`config.mk`:
```
export PLATFORM = sky130hd
export DESIGN_NAME = muldiv_unit
export DESIGN_NICKNAME = d
export VERILOG_FILES = /design/src/rtl/muldiv_pkg.sv /design/src/rtl/muldiv_div_step.sv /design/src/rtl/muldiv_unit.sv
export SDC_FILE = /design/constraint.sdc
export NUM_CORES = 1
export LEC_CHECK = 0
export ABC_AREA = 1
export CAP_MARGIN = 20
export CORE_UTILIZATION = 40
export CTS_BUF_LIST = sky130_fd_sc_hd__clkbuf_16
export DETAILED_ROUTE_END_ITERATION = 10
export GPL_ROUTABILITY_DRIVEN = 0
export SYNTH_ARGS = -nofsm -noshare
export SYNTH_HDL_FRONTEND = slang
export SYNTH_HIERARCHICAL = 1
export SYNTH_SLANG_ARGS = --single-unit
```
`constraint.sdc`:
```
create_clock -name i_clk -period 5.3 [get_ports i_clk]
set_clock_uncertainty 0.05 [all_clocks]
set_input_delay 0.53 -clock i_clk [delete_from_list [all_inputs] [get_ports i_clk]]
set_output_delay 0.53 -clock i_clk [all_outputs]
set_load 0.02 [all_outputs]
```
`src/rtl/muldiv_pkg.sv`:
```
`default_nettype none
// ============================================================================
// Module      : muldiv_pkg
// Description : Shared types, constants and small decode helpers for the
//               RV32M multiply/divide unit (muldiv_unit, muldiv_div_step).
// Contents    : muldiv_op_e    - RV32M funct3 encodings
//               muldiv_state_e - controller states
//               MULDIV_ITER, DIV_ZERO_Q, INT_MIN constants
//               op_a_signed / op_b_signed / op_is_div / op_is_quot helpers
// Revision    : 1.0 - initial release
// ============================================================================
package muldiv_pkg;

  typedef enum logic [2:0] {
    OP_MUL    = 3'b000,
    OP_MULH   = 3'b001,
    OP_MULHSU = 3'b010,
    OP_MULHU  = 3'b011,
    OP_DIV    = 3'b100,
    OP_DIVU   = 3'b101,
    OP_REM    = 3'b110,
    OP_REMU   = 3'b111
  } muldiv_op_e;

  typedef enum logic [1:0] {
    ST_IDLE = 2'd0,
    ST_CALC = 2'd1,
    ST_DONE = 2'd2
  } muldiv_state_e;

  localparam int          MULDIV_ITER = 32;
  localparam logic [31:0] DIV_ZERO_Q  = 32'hFFFF_FFFF;
  localparam logic [31:0] INT_MIN     = 32'h8000_0000;

  // rs1 is treated as signed by MULH, MULHSU, DIV and REM.
  function automatic logic op_a_signed(input muldiv_op_e op);
    return (op == OP_MULH) || (op == OP_MULHSU) || (op == OP_DIV) || (op == OP_REM);
  endfunction

  // rs2 is treated as signed by MULH, DIV and REM.
  function automatic logic op_b_signed(input muldiv_op_e op);
    return (op == OP_MULH) || (op == OP_DIV) || (op == OP_REM);
  endfunction

  function automatic logic op_is_div(input muldiv_op_e op);
    return op[2];
  endfunction

  // Division ops that return the quotient (as opposed to the remainder).
  function automatic logic op_is_quot(input muldiv_op_e op);
    return (op == OP_DIV) || (op == OP_DIVU);
  endfunction

endpackage
`default_nettype wire

```
`src/rtl/muldiv_div_step.sv`:
```
`default_nettype none
// ============================================================================
// Module      : muldiv_div_step
// Description : One combinational restoring-division step: shift the next
//               dividend bit into the partial remainder, trial-subtract the
//               divisor, keep the difference if it did not borrow.
// Ports       : rem_i     [31:0] partial remainder (always < divisor_i)
//               dvd_msb_i        next dividend bit, MSB first
//               divisor_i [31:0] divisor magnitude
//               rem_o     [31:0] updated partial remainder
//               q_bit_o          quotient bit produced by this step
// Revision    : 1.0 - initial release
// ============================================================================
module muldiv_div_step
  import muldiv_pkg::*;
(
  input  logic [31:0] rem_i,
  input  logic        dvd_msb_i,
  input  logic [31:0] divisor_i,
  output logic [31:0] rem_o,
  output logic        q_bit_o
);

  logic [32:0] w_shifted;
  logic [32:0] w_trial;

  // Because rem_i < divisor_i, the shifted value is below 2*divisor, so a
  // 33-bit subtract suffices: bit 32 of the difference is set exactly when
  // the subtraction borrowed.
  always_comb begin
    w_shifted = {rem_i, dvd_msb_i};
    w_trial   = w_shifted - {1'b0, divisor_i};
    q_bit_o   = ~w_trial[32];
    rem_o     = w_trial[32] ? w_shifted[31:0] : w_trial[31:0];
  end

endmodule
`default_nettype wire

```
`src/rtl/muldiv_unit.sv`:
```
`default_nettype none
// ============================================================================
// Module      : muldiv_unit
// Description : Iterative RV32M multiply/divide unit. Operands are captured
//               on accept and decoded on the following cycle; normal ops then
//               run 32 CALC cycles (shift-add multiply, restoring divide) and
//               present the result for one DONE cycle. Divide-by-zero and
//               signed overflow skip CALC.
// Config      : `define MULDIV_FAST_MUL_EN - multiplies use one combinational
//               product and skip CALC; division is unchanged.
// Ports       : i_clk, i_rst_n       clock, async active-low reset
//               i_valid, i_op[2:0]   request and RV32M funct3
//               i_a, i_b [31:0]      rs1 / rs2, sampled at accept
//               i_flush              abort in-flight operation
//               o_ready              unit can accept (IDLE, nothing pending)
//               o_valid              one-cycle result strobe
//               o_result [31:0]      result, held until replaced
//               o_alu_flags [3:0]    {ovf=0, carry=0, neg, zero}
// Revision    : 1.0 - initial release
// ============================================================================
module muldiv_unit
  import muldiv_pkg::*;
(
  input  logic        i_clk,
  input  logic        i_rst_n,
  input  logic        i_valid,
  input  logic [2:0]  i_op,
  input  logic [31:0] i_a,
  input  logic [31:0] i_b,
  input  logic        i_flush,
  output logic        o_ready,
  output logic        o_valid,
  output logic [31:0] o_result,
  output logic [3:0]  o_alu_flags
);

  // --------------------------------------------------------------------------
  // State and datapath registers
  // --------------------------------------------------------------------------
  muldiv_state_e state_q, state_d;
  logic          start_q, start_d;   // operands captured, decode pending
  muldiv_op_e    op_q, op_d;
  logic [31:0]   a_q, a_d;
  logic [31:0]   b_q, b_d;
  logic [4:0]    cnt_q, cnt_d;
  logic [63:0]   acc_q, acc_d;       // multiply accumulator
  logic [63:0]   mcand_q, mcand_d;   // extended multiplicand, shifted left
  logic [31:0]   work_q, work_d;     // multiplier (shift right) / dividend->quotient (shift left)
  logic [31:0]   rem_q, rem_d;       // partial remainder
  logic [31:0]   dvsr_q, dvsr_d;     // divisor magnitude
  logic          q_neg_q, q_neg_d;
  logic          r_neg_q, r_neg_d;
  logic [31:0]   result_q, result_d;

  // --------------------------------------------------------------------------
  // Decode of the captured operands
  // --------------------------------------------------------------------------
  logic        w_a_neg;
  logic        w_b_neg;
  logic [31:0] w_a_mag;
  logic [31:0] w_b_mag;
  logic        w_div_zero;
  logic        w_div_ovf;

  assign w_a_neg    = op_a_signed(op_q) & a_q[31];
  assign w_b_neg    = op_b_signed(op_q) & b_q[31];
  assign w_a_mag    = w_a_neg ? (32'd0 - a_q) : a_q;
  assign w_b_mag    = w_b_neg ? (32'd0 - b_q) : b_q;
  assign w_div_zero = op_is_div(op_q) && (b_q == 32'd0);
  assign w_div_ovf  = ((op_q == OP_DIV) || (op_q == OP_REM)) &&
                      (a_q == INT_MIN) && (b_q == 32'hFFFF_FFFF);

`ifdef MULDIV_FAST_MUL_EN
  // Operands are 33-bit sign/zero-extended values widened to 64 bits; the
  // low 64 bits of the product are exact for any 32x32 RV32M multiply.
  logic signed [63:0] w_fast_a;
  logic signed [63:0] w_fast_b;
  logic signed [63:0] w_fast_prod;

  assign w_fast_a    = {{32{op_a_signed(op_q) & a_q[31]}}, a_q};
  assign w_fast_b    = {{32{op_b_signed(op_q) & b_q[31]}}, b_q};
  assign w_fast_prod = w_fast_a * w_fast_b;
`else
  logic [63:0] w_mcand_init;

  assign w_mcand_init = {{32{op_a_signed(op_q) & a_q[31]}}, a_q};
`endif

  // --------------------------------------------------------------------------
  // Iteration datapath
  // --------------------------------------------------------------------------
  logic        w_last;
  logic [63:0] w_addend;
  logic [63:0] w_acc_next;
  logic [31:0] w_rem_next;
  logic        w_q_bit;
  logic [31:0] w_quo_next;
  logic [31:0] w_calc_result;

  assign w_last = (cnt_q == 5'(MULDIV_ITER - 1));

  // For a signed multiplier, bits 32 and 31 of the 33-bit extension are
  // equal, so their combined weight is -2^31: the last step subtracts.
  always_comb begin
    w_addend = '0;
    if (work_q[0]) begin
      w_addend = (w_last && op_b_signed(op_q)) ? (64'd0 - mcand_q) : mcand_q;
    end
  end

  assign w_acc_next = acc_q + w_addend;

  muldiv_div_step u_div_step (
    .rem_i     (rem_q),
    .dvd_msb_i (work_q[31]),
    .divisor_i (dvsr_q),
    .rem_o     (w_rem_next),
    .q_bit_o   (w_q_bit)
  );

  assign w_quo_next = {work_q[30:0], w_q_bit};

  // Result of the final CALC step, with sign correction for division.
  always_comb begin
    w_calc_result = '0;
    if (op_is_div(op_q)) begin
      if (op_is_quot(op_q)) begin
        w_calc_result = q_neg_q ? (32'd0 - w_quo_next) : w_quo_next;
      end else begin
        w_calc_result = r_neg_q ? (32'd0 - w_rem_next) : w_rem_next;
      end
    end else begin
      w_calc_result = (op_q == OP_MUL) ? w_acc_next[31:0] : w_acc_next[63:32];
    end
  end

  // --------------------------------------------------------------------------
  // Next-state logic
  // --------------------------------------------------------------------------
  always_comb begin
    state_d  = state_q;
    start_d  = start_q;
    op_d     = op_q;
    a_d      = a_q;
    b_d      = b_q;
    cnt_d    = cnt_q;
    acc_d    = acc_q;
    mcand_d  = mcand_q;
    work_d   = work_q;
    rem_d    = rem_q;
    dvsr_d   = dvsr_q;
    q_neg_d  = q_neg_q;
    r_neg_d  = r_neg_q;
    result_d = result_q;

    if (i_flush) begin
      // Flush wins over everything, including a simultaneous request.
      state_d = ST_IDLE;
      start_d = 1'b0;
      cnt_d   = '0;
    end else begin
      case (state_q)
        ST_IDLE: begin
          if (start_q) begin
            start_d = 1'b0;
            cnt_d   = '0;
            if (w_div_zero) begin
              result_d = op_is_quot(op_q) ? DIV_ZERO_Q : a_q;
              state_d  = ST_DONE;
            end else if (w_div_ovf) begin
              result_d = (op_q == OP_DIV) ? INT_MIN : 32'd0;
              state_d  = ST_DONE;
            end else if (op_is_div(op_q)) begin
              work_d  = w_a_mag;
              dvsr_d  = w_b_mag;
              rem_d   = '0;
              q_neg_d = w_a_neg ^ w_b_neg;
              r_neg_d = w_a_neg;
              state_d = ST_CALC;
            end else begin
`ifdef MULDIV_FAST_MUL_EN
              result_d = (op_q == OP_MUL) ? w_fast_prod[31:0] : w_fast_prod[63:32];
              state_d  = ST_DONE;
`else
              mcand_d = w_mcand_init;
              work_d  = b_q;
              acc_d   = '0;
              state_d = ST_CALC;
`endif
            end
          end else if (i_valid) begin
            start_d = 1'b1;
            op_d    = muldiv_op_e'(i_op);
            a_d     = i_a;
            b_d     = i_b;
            cnt_d   = '0;
          end
        end

        ST_CALC: begin
          cnt_d = cnt_q + 5'd1;
          if (op_is_div(op_q)) begin
            work_d = w_quo_next;
            rem_d  = w_rem_next;
          end else begin
            acc_d   = w_acc_next;
            mcand_d = {mcand_q[62:0], 1'b0};
            work_d  = {1'b0, work_q[31:1]};
          end
          if (w_last) begin
            result_d = w_calc_result;
            state_d  = ST_DONE;
          end
        end

        ST_DONE: begin
          state_d = ST_IDLE;
        end

        default: begin
          state_d = ST_IDLE;
        end
      endcase
    end
  end

  // --------------------------------------------------------------------------
  // Registers
  // --------------------------------------------------------------------------
  always_ff @(posedge i_clk or negedge i_rst_n) begin
    if (!i_rst_n) begin
      state_q  <= ST_IDLE;
      start_q  <= 1'b0;
      op_q     <= OP_MUL;
      a_q      <= '0;
      b_q      <= '0;
      cnt_q    <= '0;
      acc_q    <= '0;
      mcand_q  <= '0;
      work_q   <= '0;
      rem_q    <= '0;
      dvsr_q   <= '0;
      q_neg_q  <= 1'b0;
      r_neg_q  <= 1'b0;
      result_q <= '0;
    end else begin
      state_q  <= state_d;
      start_q  <= start_d;
      op_q     <= op_d;
      a_q      <= a_d;
      b_q      <= b_d;
      cnt_q    <= cnt_d;
      acc_q    <= acc_d;
      mcand_q  <= mcand_d;
      work_q   <= work_d;
      rem_q    <= rem_d;
      dvsr_q   <= dvsr_d;
      q_neg_q  <= q_neg_d;
      r_neg_q  <= r_neg_d;
      result_q <= result_d;
    end
  end

  // --------------------------------------------------------------------------
  // Outputs
  // --------------------------------------------------------------------------
  assign o_ready     = (state_q == ST_IDLE) && !start_q;
  assign o_valid     = (state_q == ST_DONE);
  assign o_result    = result_q;
  assign o_alu_flags = {1'b0, 1'b0, result_q[31], (result_q == 32'd0)};

endmodule
`default_nettype wire

```
# Word level (Yosys, flattened, before mapping)
# Index checks and enable logic that the tools add are counted.
[totals]
regBits = 333
in_bits = 71
output_inout_bits = 38
word_cells = 135
[op_classes]
addsub = 8
eq_ne = 22
n_mux = 55
bitwise = 8
reduce_logical = 28
[op_table]
columns = ["op", "count"]
rows = [
  ["2-to-1 mux 32 bit", 24],
  ["2-to-1 mux 64 bit", 12],
  ["one-hot mux 64 bit (2 select lines)", 2],
  ["one-hot mux 32 bit (2 select lines)", 3],
  ["subtractor 1 x 32 -> 32 bit (first input constant)", 4],
  ["adder 64 bit", 1],
  ["== test 32 bit (second input constant)", 2],
  ["zero test 32 bit", 2],
  ["subtractor 1 x 64 -> 64 bit (first input constant)", 1],
  ["subtractor 33 x 32 -> 33 bit", 1],
  ["inequality test 2 bit (second input constant)", 8],
  ["2-to-1 mux 5 bit", 3],
  ["AND reduction 7 bit", 2],
  ["2-to-1 mux 2 bit", 5],
  ["one-hot mux 5 bit (2 select lines)", 1],
  ["AND reduction 5 bit", 2],
  ["== test 3 bit (second input constant)", 3],
  ["inequality test 3 bit (second input constant)", 3],
  ["logical OR 1 bit", 7],
  ["AND reduction 6 bit", 1],
  ["adder 5 x 1 -> 5 bit (second input constant)", 1],
  ["== test 5 bit (second input constant)", 1],
  ["logical AND 1 bit", 5],
  ["inverter 1 bit", 5],
  ["other kinds (16)", 22],
]

# Longest topological paths before layout
# Gate-level depths: netlist of the first run.
[logic_depth]
word_depth = 11
ltp_mapped = 33
depth_no_buf = 32

# Cells and area by module
# The synthesis of the first run kept the hierarchy.
[modules_own_cells]
columns = ["mod", "n_inst", "cells_per_inst", "area_per_inst_um2", "seq_area_each_um2"]
rows = [
  ["muldiv_unit", 1, 4084, 26116.3, 8333.0],
  ["muldiv_div_step", 1, 680, 3150.5, 0.0],
]

# Worst setup path before layout of the first run
# OpenSTA, ideal clock, no wires.
[synth_timing]
path_type = "flip-flop to flip-flop"
startpoint = "register mcand_q[1]"
endpoint = "register acc_q[61]"
setup_time_ns = 0.118
arrival_time_ns = 3.285
required_ns = 5.132
path_slack_ns = 1.847
path_stages_with_launch = 24
n_path_buf = 0
synth_period_minus_slack_ns = 3.453
cell_sequence = "dfrtp_1 inv_1 ha_1 nand3_2 nor2_2 nand2_2 nor2_2 nand3_1 o21ai_2 nand2_1 a21oi_2 nand2_1 o21ai_0 a21oi_1 ha_1 a21o_1 or2_2 a21oi_1 nand2_1 nor2_1 nand2_1 nand2_1 a21oi_1 a21o_1"
[synth_via]
elab_chain_len = 6
[synth_lines]
columns = ["item", "line_no", "text"]
rows = [
  ["start: declaration", "muldiv_unit.sv:47", "logic [63:0] mcand_q, mcand_d;"],
  ["start signal: assignment", "muldiv_unit.sv:254", "mcand_q <= mcand_d;"],
  ["subtractor 1 x 64 -> 64 bit", "muldiv_unit.sv:107", "w_addend = (w_last && op_b_signed(op_q)) ? (64'd0 - mcand_q) : mcand_q;"],
  ["2-to-1 mux 64 bit *", "muldiv_unit.sv:107", ""],
  ["2-to-1 mux 64 bit *", "muldiv_unit.sv:106", "if (work_q[0]) begin"],
  ["adder 64 bit *", "muldiv_unit.sv:111", "assign w_acc_next = acc_q + w_addend;"],
  ["2-to-1 mux 64 bit *", "muldiv_unit.sv:202", "if (op_is_div(op_q)) begin"],
  ["one-hot mux 64 bit (2 select lines) *", "muldiv_unit.sv:162", "case (state_q)"],
  ["end signal: assignment", "muldiv_unit.sv:238", "acc_q <= '0;"],
  ["end signal: assignment", "muldiv_unit.sv:253", "acc_q <= acc_d;"],
  ["end: declaration", "muldiv_unit.sv:46", "logic [63:0] acc_q, acc_d;"],
]
# Mark *: on every way between the ends. The rest lies on a longest branch, timed or not. The select of a mux whose other input is x is not followed.
# A chain may end at the register's enable or synchronous reset.

# Worst setup path after layout of the first run
[layout_timing]
startpoint = "register cnt_q[0]"
endpoint = "register result_q[22], in the netlist o_result[22]"
[layout_via]
elab_chain_len = 9
elab_cells_between_ends = 11
classes_between = "1 x add/sub; 2 x eq/ne; 6 x mux; 2 x reduce/logical"
[layout_lines]
columns = ["item", "line_no", "text"]
rows = [
  ["start: declaration", "muldiv_unit.sv:45", "logic [4:0] cnt_q, cnt_d;"],
  ["start signal: assignment", "muldiv_unit.sv:252", "cnt_q <= cnt_d;"],
  ["== test 5 bit *", "muldiv_unit.sv:100", "assign w_last = (cnt_q == 5'(MULDIV_ITER - 1));"],
  ["logical AND 1 bit", "muldiv_unit.sv:107", ""],
  ["2-to-1 mux 64 bit", "muldiv_unit.sv:107", ""],
  ["2-to-1 mux 64 bit", "muldiv_unit.sv:106", ""],
  ["adder 64 bit", "muldiv_unit.sv:111", ""],
  ["2-to-1 mux 32 bit", "muldiv_unit.sv:133", "w_calc_result = (op_q == OP_MUL) ? w_acc_next[31:0] : w_acc_next[63:32];"],
  ["2-to-1 mux 32 bit", "muldiv_unit.sv:126", "if (op_is_div(op_q)) begin"],
  ["2-to-1 mux 32 bit", "muldiv_unit.sv:210", "if (w_last) begin"],
  ["one-hot mux 32 bit (2 select lines)", "muldiv_unit.sv:162", ""],
  ["end signal: assignment", "muldiv_unit.sv:260", "result_q <= result_d;"],
  ["end: declaration", "muldiv_unit.sv:53", "logic [31:0] result_q, result_d;"],
]
# Marked as above.

==> metrics, run 1 <==
RSZ-0062 raised after global routing=no; setup violators final=0; measured slew at the worst slew-check pin=just over 1 ns; number of global-route vias before repair=29,910; Post-synth ARST share=1.000; CP Capture Type=flip-flop; most numerous cell in the Yosys netlist=nand2_1; cell breakdown of the critical path=ha_1 -> nand2_1 -> nor2_1 -> ha_1 -> inv_1 -> nor2_4 -> buf_4 -> o21ai_2 -> o21ai_1 -> o21bai_1 -> o21ai_0 -> a21oi_1 -> ha_1 -> nand2_1 -> nor2_1 -> inv_1 -> nor2_1 -> nand2_1 -> nor3_1 -> nand2_1 -> nand3_1 -> nand3_1 -> nand2_1 -> a21oi_1; share of layout cells above drive strength 1=0.04360; register area share after synthesis=0.2847; Synth Cell Area=29,270 µm²; WHS=between 0.4 and 0.5 ns; htree depth=2; WP buf/inv=3; Post-synth EDFFs=0; Arr. time, crit path=approximately 5.2 ns; largest cells by area after synthesis=dfrtp_1 (28%), nand2_1 (17%), inv_1 (7.7%), nor2_1 (7.5%), o21ai_0 (6.6%); Die Area=74,250 µm²; Max-slew headroom=0.3159; Clock power frac=0.154; first-pass GRT wire length=176.3 mm; slowest CP cell=buf_4; Primary FF master, synth=dfrtp_1; GRT Util Overall=0.3102; Synth top area share=0.2847; total number of vias=31,470; Detail Route Antenna Nets=0; Peak VDD IR=0.4304 mV; Die X=272.5 µm; Crit Path Max Fanout=34; initial core utilization=0.4066; io pins=roughly 110; final wirelength=116.3 mm; static leakage=0.01635 µW; fin. max-slew vios=0; fin crit period=a little under 5 ns; CTS tree=built; Net Sw Frac=0.5456; PD cells=606.2 nW/µm²; setup slack, reg-to-reg=0.47 ns; Seq pwr share=0.257; Synth area leader=dfrtp_1; Remaining DRCs=0; TNS Setup=0 ns; fmax=0.2070 GHz; gr ovfl total=0; switching power=10,740 µW; final period utilization=0.9117; clk sinks=333; Setup CP Type=flip-flop to flip-flop; synthesized area per cell=6.143 µm²; antenna violations before repair=0; CP most frequent cell=nand2_1; CP required=5.70 ns; CP max stage delay=0.42 ns; Yosys Warn Count=6; internal power=8945 µW; fin nets=approximately 5,000; Setup crit start kind=flip-flop; core area=around 72,000 µm²; Post-synth top cells=nand2_1 (1,350), inv_1 (600), nor2_1 (583); status=finished clean; Mapped Cells=4,764; clk_lat worst skew=around 0.60 ns; Layout area overhead=10.94%; Synth Register Bits=333; CP top delay family=simple AND/OR/NAND/NOR gates; FP Rows=98; pin count of the biggest net entering global routing=133; vias per std cell=roughly 5.5; count of final hold-check violations=0; Hold/Removal Path Class=flip-flop to flip-flop; CTS max path bufs=3; Max-Cap Viols=0; final core occ=0.4511; Worst-path clk slew=about 0.060 ns; Comb pwr share=0.589; Power, Total=19,680 µW; drt initial violations=approximately 3,400; First-pass DRT Iterations=7; die height=272.5 µm; Port Buffers=106; CTS buffer count=42; detailed placement HPWL=91.58 mm; Root Driver=clkbuf_16; Routed WL per cell=between 20 and 25 µm; Cell variety after synth=61; Post CTS Setup Buffer Count=0
[cell usage in the layout, fill, tap and decap left out, types with 19 or more instances in the layout]
cell / count
a21o_1: 31
nor3_1: 59
nor2_1: 579
nand4_1: 59
o21ai_1: 72
a21oi_1: 364
buf_4: 29
dfrtp_1: 333
inv_2: 29
o21bai_1: 33
clkbuf_16: 43
inv_1: 604
o21ai_0: 386
a22oi_1: 19
clkdlybuf4s50_1: 105
nand2_1: 1349
xor2_1: 84
ha_1: 103
nand3_1: 292
[final cells by class]
type	instances	area, µm²
inverters	632	2375
multi-input cells	3634	17770
repair buffers	141	1401
diodes	1	2.502
clock inverters	33	325.3
flip-flops and latches	333	8333
well taps	950	1189
fillers	7763	39510
clock buffers	43	1076
[routing by layer]
metal | track usage | wire [µm] | part of all wire | vias up
met5 | 0 | 0 | 0 | -
met4 | 0.1758 | 7206 | 0.062 | 0
met3 | 0.04121 | 8293 | 0.071 | 294
met2 | 0.5087 | 52770 | 0.45 | 1195
met1 | 0.3923 | 48030 | 0.41 | 14550
li1 | - | - | - | 15430
[sequential cells by signal, summed over array words and instances (netlist names)]
signal    flops
op_q          3
start_q       1
acc_q        64
dvsr_q       32
a_q          32
q_neg_q       1
b_q          32
cnt_q         5
state_q       2
o_result     32
work_q       32
rem_q        32
mcand_q      64
r_neg_q       1
[worst min-delay path, stage by stage (launching register included)]
cell and delay (ns):
dfrtp_1 0.34, nand2_1 0.05, nand2_1 0.05
[path summary, 6_finish.rpt]
path                       startpoint           end  cells past startpoint
setup / recovery             cnt_q[0]  o_result[22]                     24
hold / removal             dvsr_q[30]    dvsr_q[30]                      2
setup reg to reg             cnt_q[0]  o_result[22]                     24
hold reg to reg            dvsr_q[30]    dvsr_q[30]                      2
max in group asynchronous     i_rst_n     rem_q[16]                      3
min in group asynchronous     i_rst_n        b_q[7]                      2
[cells by family (layout without fill, tap and decap cells)]
logic type      Yosys count  count (layout)  share of synthesized area
mux                       9               9                   0.003463
simple gates           2441            2441                     0.3456
xor+xnor                 92              92                    0.02753
flops                   333             333                     0.2847
fa+ha+maj               105             105                    0.04540
other cells               1               3                  0.0001281
buf+inv                 798             849                     0.1099
compound gates          985             985                     0.1832
[per-stage QoR]
step | setup slack [ns] | cell area [µm²] | cells
detailed placement | 0.5671 | 31010 | 5687
floorplan | 1.847 | 29270 | 4765
CTS | 0.5471 | 32420 | 5764
global placement | 0.6248 | 31010 | 5687
global route | 0.09786 | 32470 | 5766
finish | 0.4679 | 32470 | 5767
[what timing repair did]
action	4_1_cts	5_1_grt
resized for setup	0	0
hold buffers	1	0
setup endpoints to repair	0	0
hold endpoints to repair	74	0
[power by group through the flow]
| stage | clock, µW | sequential, µW | combinational, µW |
|---|---|---|---|
| 6_report | 3030 | 5060 | 11600 |
| 5_1_grt | 3170 | 5150 | 12800 |
| 4_1_cts | 3070 | 5000 | 11300 |
| 3_5_place_dp | 0 | 5030 | 11300 |
| 3_3_place_gp | 0 | 5040 | 11200 |
| 2_1_floorplan | 0 | 4560 | 7800 |
(Power assumes the default switching activity.)
==> run 2: changes to the inputs <==
--- a/config.mk
+++ b/config.mk
@@ -13,5 +13,4 @@
 export GPL_ROUTABILITY_DRIVEN = 0
 export SYNTH_ARGS = -nofsm -noshare
 export SYNTH_HDL_FRONTEND = slang
-export SYNTH_HIERARCHICAL = 1
 export SYNTH_SLANG_ARGS = --single-unit
==> metrics, run 2 <==
status=finished clean; setup slack, reg-to-reg=0.17 ns; Crit Path Max Fanout=5; reg2reg path depth=29; multi-input logic area=16,560 µm²; setup violators final=0; Yosys Warn Count=0; Synth area leader=dfrtp_1; share of layout cells above drive strength 1=0.08072; io pins=109; PD cells=784.5 nW/µm²; CP most frequent cell=inv_1; measured slew at the worst slew-check pin=0.9520 ns; Comb pwr share=0.660; Primary FF master, synth=dfrtp_1; CP startpoint=mcand_q[0]; CTS tree=built; count of final hold-check violations=0; CP max stage delay=0.37 ns; final wirelength=107.9 mm; die height=between 200 and 300 µm; Setup crit start kind=flip-flop; pin count of the biggest net entering global routing=113; final period utilization=0.9671; Post-Place Cells=5,065; WP buf/inv=6; register area share after synthesis=0.3035; core area=67,510 µm²; top flop regs=acc_q (64), mcand_q (64); Register Area=8333 µm²; vias per std cell=5.667; Post-synth EDFFs=0; internal power=approximately 11,000 µW; slowest CP cell=dfrtp_1; Synth Cell Area=between 20,000 and 30,000 µm²; Arr. time, crit path=around 5.5 ns; Max-slew headroom=0.3646; Clock power frac=0.125; CTS max path bufs=3; Post-synth ARST share=1.000; FP Rows=95; Max-Cap Viols=0; detailed placement HPWL=84.81 mm; commonest non-fill, non-tap cells in the layout=nand2_1 (868), inv_1 (566), nor2_1 (427), o21ai_0 (415), dfrtp_1 (333); Cell variety after synth=62; Die Area=69,700 µm²; clk_lat worst skew=0.62 ns; fin. max-slew vios=0; largest cells by area after synthesis=dfrtp_1 (30%), nand2_1 (12%), o21ai_0 (7.7%), inv_1 (7.7%), nor2_1 (6.0%); Synth top area share=0.3035; critical path depth in cells=29; drt initial violations=~3,500; TNS Setup=0 ns; RR Startpoint=mcand_q[0]; Setup CP Type=flip-flop to flip-flop; First-pass DRT Iterations=8; htree depth=2; Post-synth top cells=nand2_1 (871), inv_1 (560), nor2_1 (442); most numerous cell in the Yosys netlist=nand2_1; number of global-route vias before repair=26,700; fmax=0.1951 GHz; CP required=5.68 ns; Mapped Cells=4,141; static leakage=0.01516 µW; total number of vias=29,180; Critical Path Sink=o_result[23]; CTS buffer count=42; Peak VDD IR=0.4795 mV; FILL cells=7,039; Synth Register Bits=333; Routed WL per cell=20.97 µm; switching power=14,030 µW; GRT Util Overall=0.3026; Root Driver=clkbuf_16; Net Sw Frac=0.5667; Hold/Removal Path Class=input port to flip-flop; Power, Total=about 25,000 µW; reg2reg end=o_result[23]; fin crit period=5.125 ns; gr ovfl total=0; Finished Layout Cells=5,148; CP Capture Type=flip-flop; clk sinks=roughly 330; Worst-path clk slew=0.06 ns; initial core utilization=0.4067; Layout area overhead=14.93%; antenna violations before repair=1; Detail Route Antenna Nets=0; RSZ-0062 raised after global routing=yes; CP top delay family=simple AND/OR/NAND/NOR gates; commonest non-fill, non-tap cell in the layout=nand2_1; Remaining DRCs=0; fin nets=~4,400; Seq pwr share=0.216; Die X=~260 µm; Port Buffers=106; synthesized area per cell=roughly 6.6 µm²; first-pass GRT wire length=162.8 mm
[run 2: cell types whose count changed in the layout (fill, tap and decap cells not counted), moves of 33 or more]
| cell | before | now |
|---|---|---|
| a21oi_1 | 364 | 318 |
| a22o_1 | 2 | 36 |
| buf_4 | 29 | 105 |
| inv_1 | 604 | 566 |
| nand2_1 | 1349 | 868 |
| nand3_1 | 292 | 167 |
| nor2_1 | 579 | 427 |
| nor3_1 | 59 | 92 |
| o211ai_1 | 10 | 47 |
| o21ai_1 | 72 | 39 |
[run 2: kinds of logic after synthesis]
group / Yosys count / share of synthesized area
simple gates: 1749 / 0.2730
compound gates: 1085 / 0.2263
buf+inv: 736 / 0.1046
flops: 333 / 0.3035
xor+xnor: 110 / 0.03509
fa+ha+maj: 105 / 0.04839
mux: 22 / 0.009022
other cells: 1 / 0.0001366
[run 2: metrics by stage]
| stage | area (µm²) | hold WS, ns | util | setup slack, ns |
|---|---|---|---|---|
| 6_report | 31560 | 0.4333 | 0.4674 | 0.1746 |
| 5_1_grt | 31560 | 0.4261 | 0.4674 | -0.1103 |
| 4_1_cts | 31290 | 0.4092 | 0.4635 | 0.04638 |
| 3_5_place_dp | 29780 | 0.4252 | 0.4410 | -0.3571 |
| 3_3_place_gp | 29780 | 0.4162 | 0.4410 | -0.3752 |
| 2_1_floorplan | 27460 | 0.1844 | - | 0.9581 |
[run 2: how the worst min path moves through the flow]
stage          cells after the start          to        from
6_report                           3     b_q[16]     i_b[16]
5_1_grt                            3     b_q[16]     i_b[16]
4_1_cts                            3     b_q[16]     i_b[16]
3_5_place_dp                       2  dvsr_q[19]  dvsr_q[19]
3_3_place_gp                       2  dvsr_q[23]  dvsr_q[23]
2_1_floorplan                      0      a_q[0]     i_rst_n
[run 2: cell type report]
cell class	count	area share
diodes	1	0.00007929
clock inverters	35	0.01348
repair buffers	216	0.06145
inverters	575	0.06839
well taps	873	0.03461
multi-input cells	3073	0.5246
flip-flops and latches	333	0.2640
clock buffers	42	0.03330
[run 2: per-layer routing]
layer,vias up,global-route usage,wire [µm]
met4,0,0.09899,3787
met5,-,0,0
met1,13550,0.4475,49130
met3,205,0.06590,11130
li1,14040,-,-
met2,1383,0.4317,43900
[run 2: power groups by stage]
stage                     Sequential, µW  Combinational [µW]  Clock (µW)
final                               5340               16300        3090
after detailed placement            5280               15800           0
after global placement              5280               15800           0
after global routing                5430               18000        3220
after CTS                           5250               15900        3130
after floorplan                     4690               11300           0
[run 2: worst reg2reg max path, delay by kind of cell, from the launching register on]
family / cells / cell delay (ns)
simple gates: 14 / 1.80
flops: 1 / 0.37
buf+inv: 6 / 0.84
compound gates: 7 / 1.35
fa+ha+maj: 2 / 0.51
[run 2: what timing repair did]
item                                   4_1_cts  5_1_grt
setup endpoints to repair                    5       43
pin swaps                                    0        9
hold buffers                                 1        0
resized for setup                            6       61
endpoints found under the hold margin       57        0
buffers inserted                             0        3
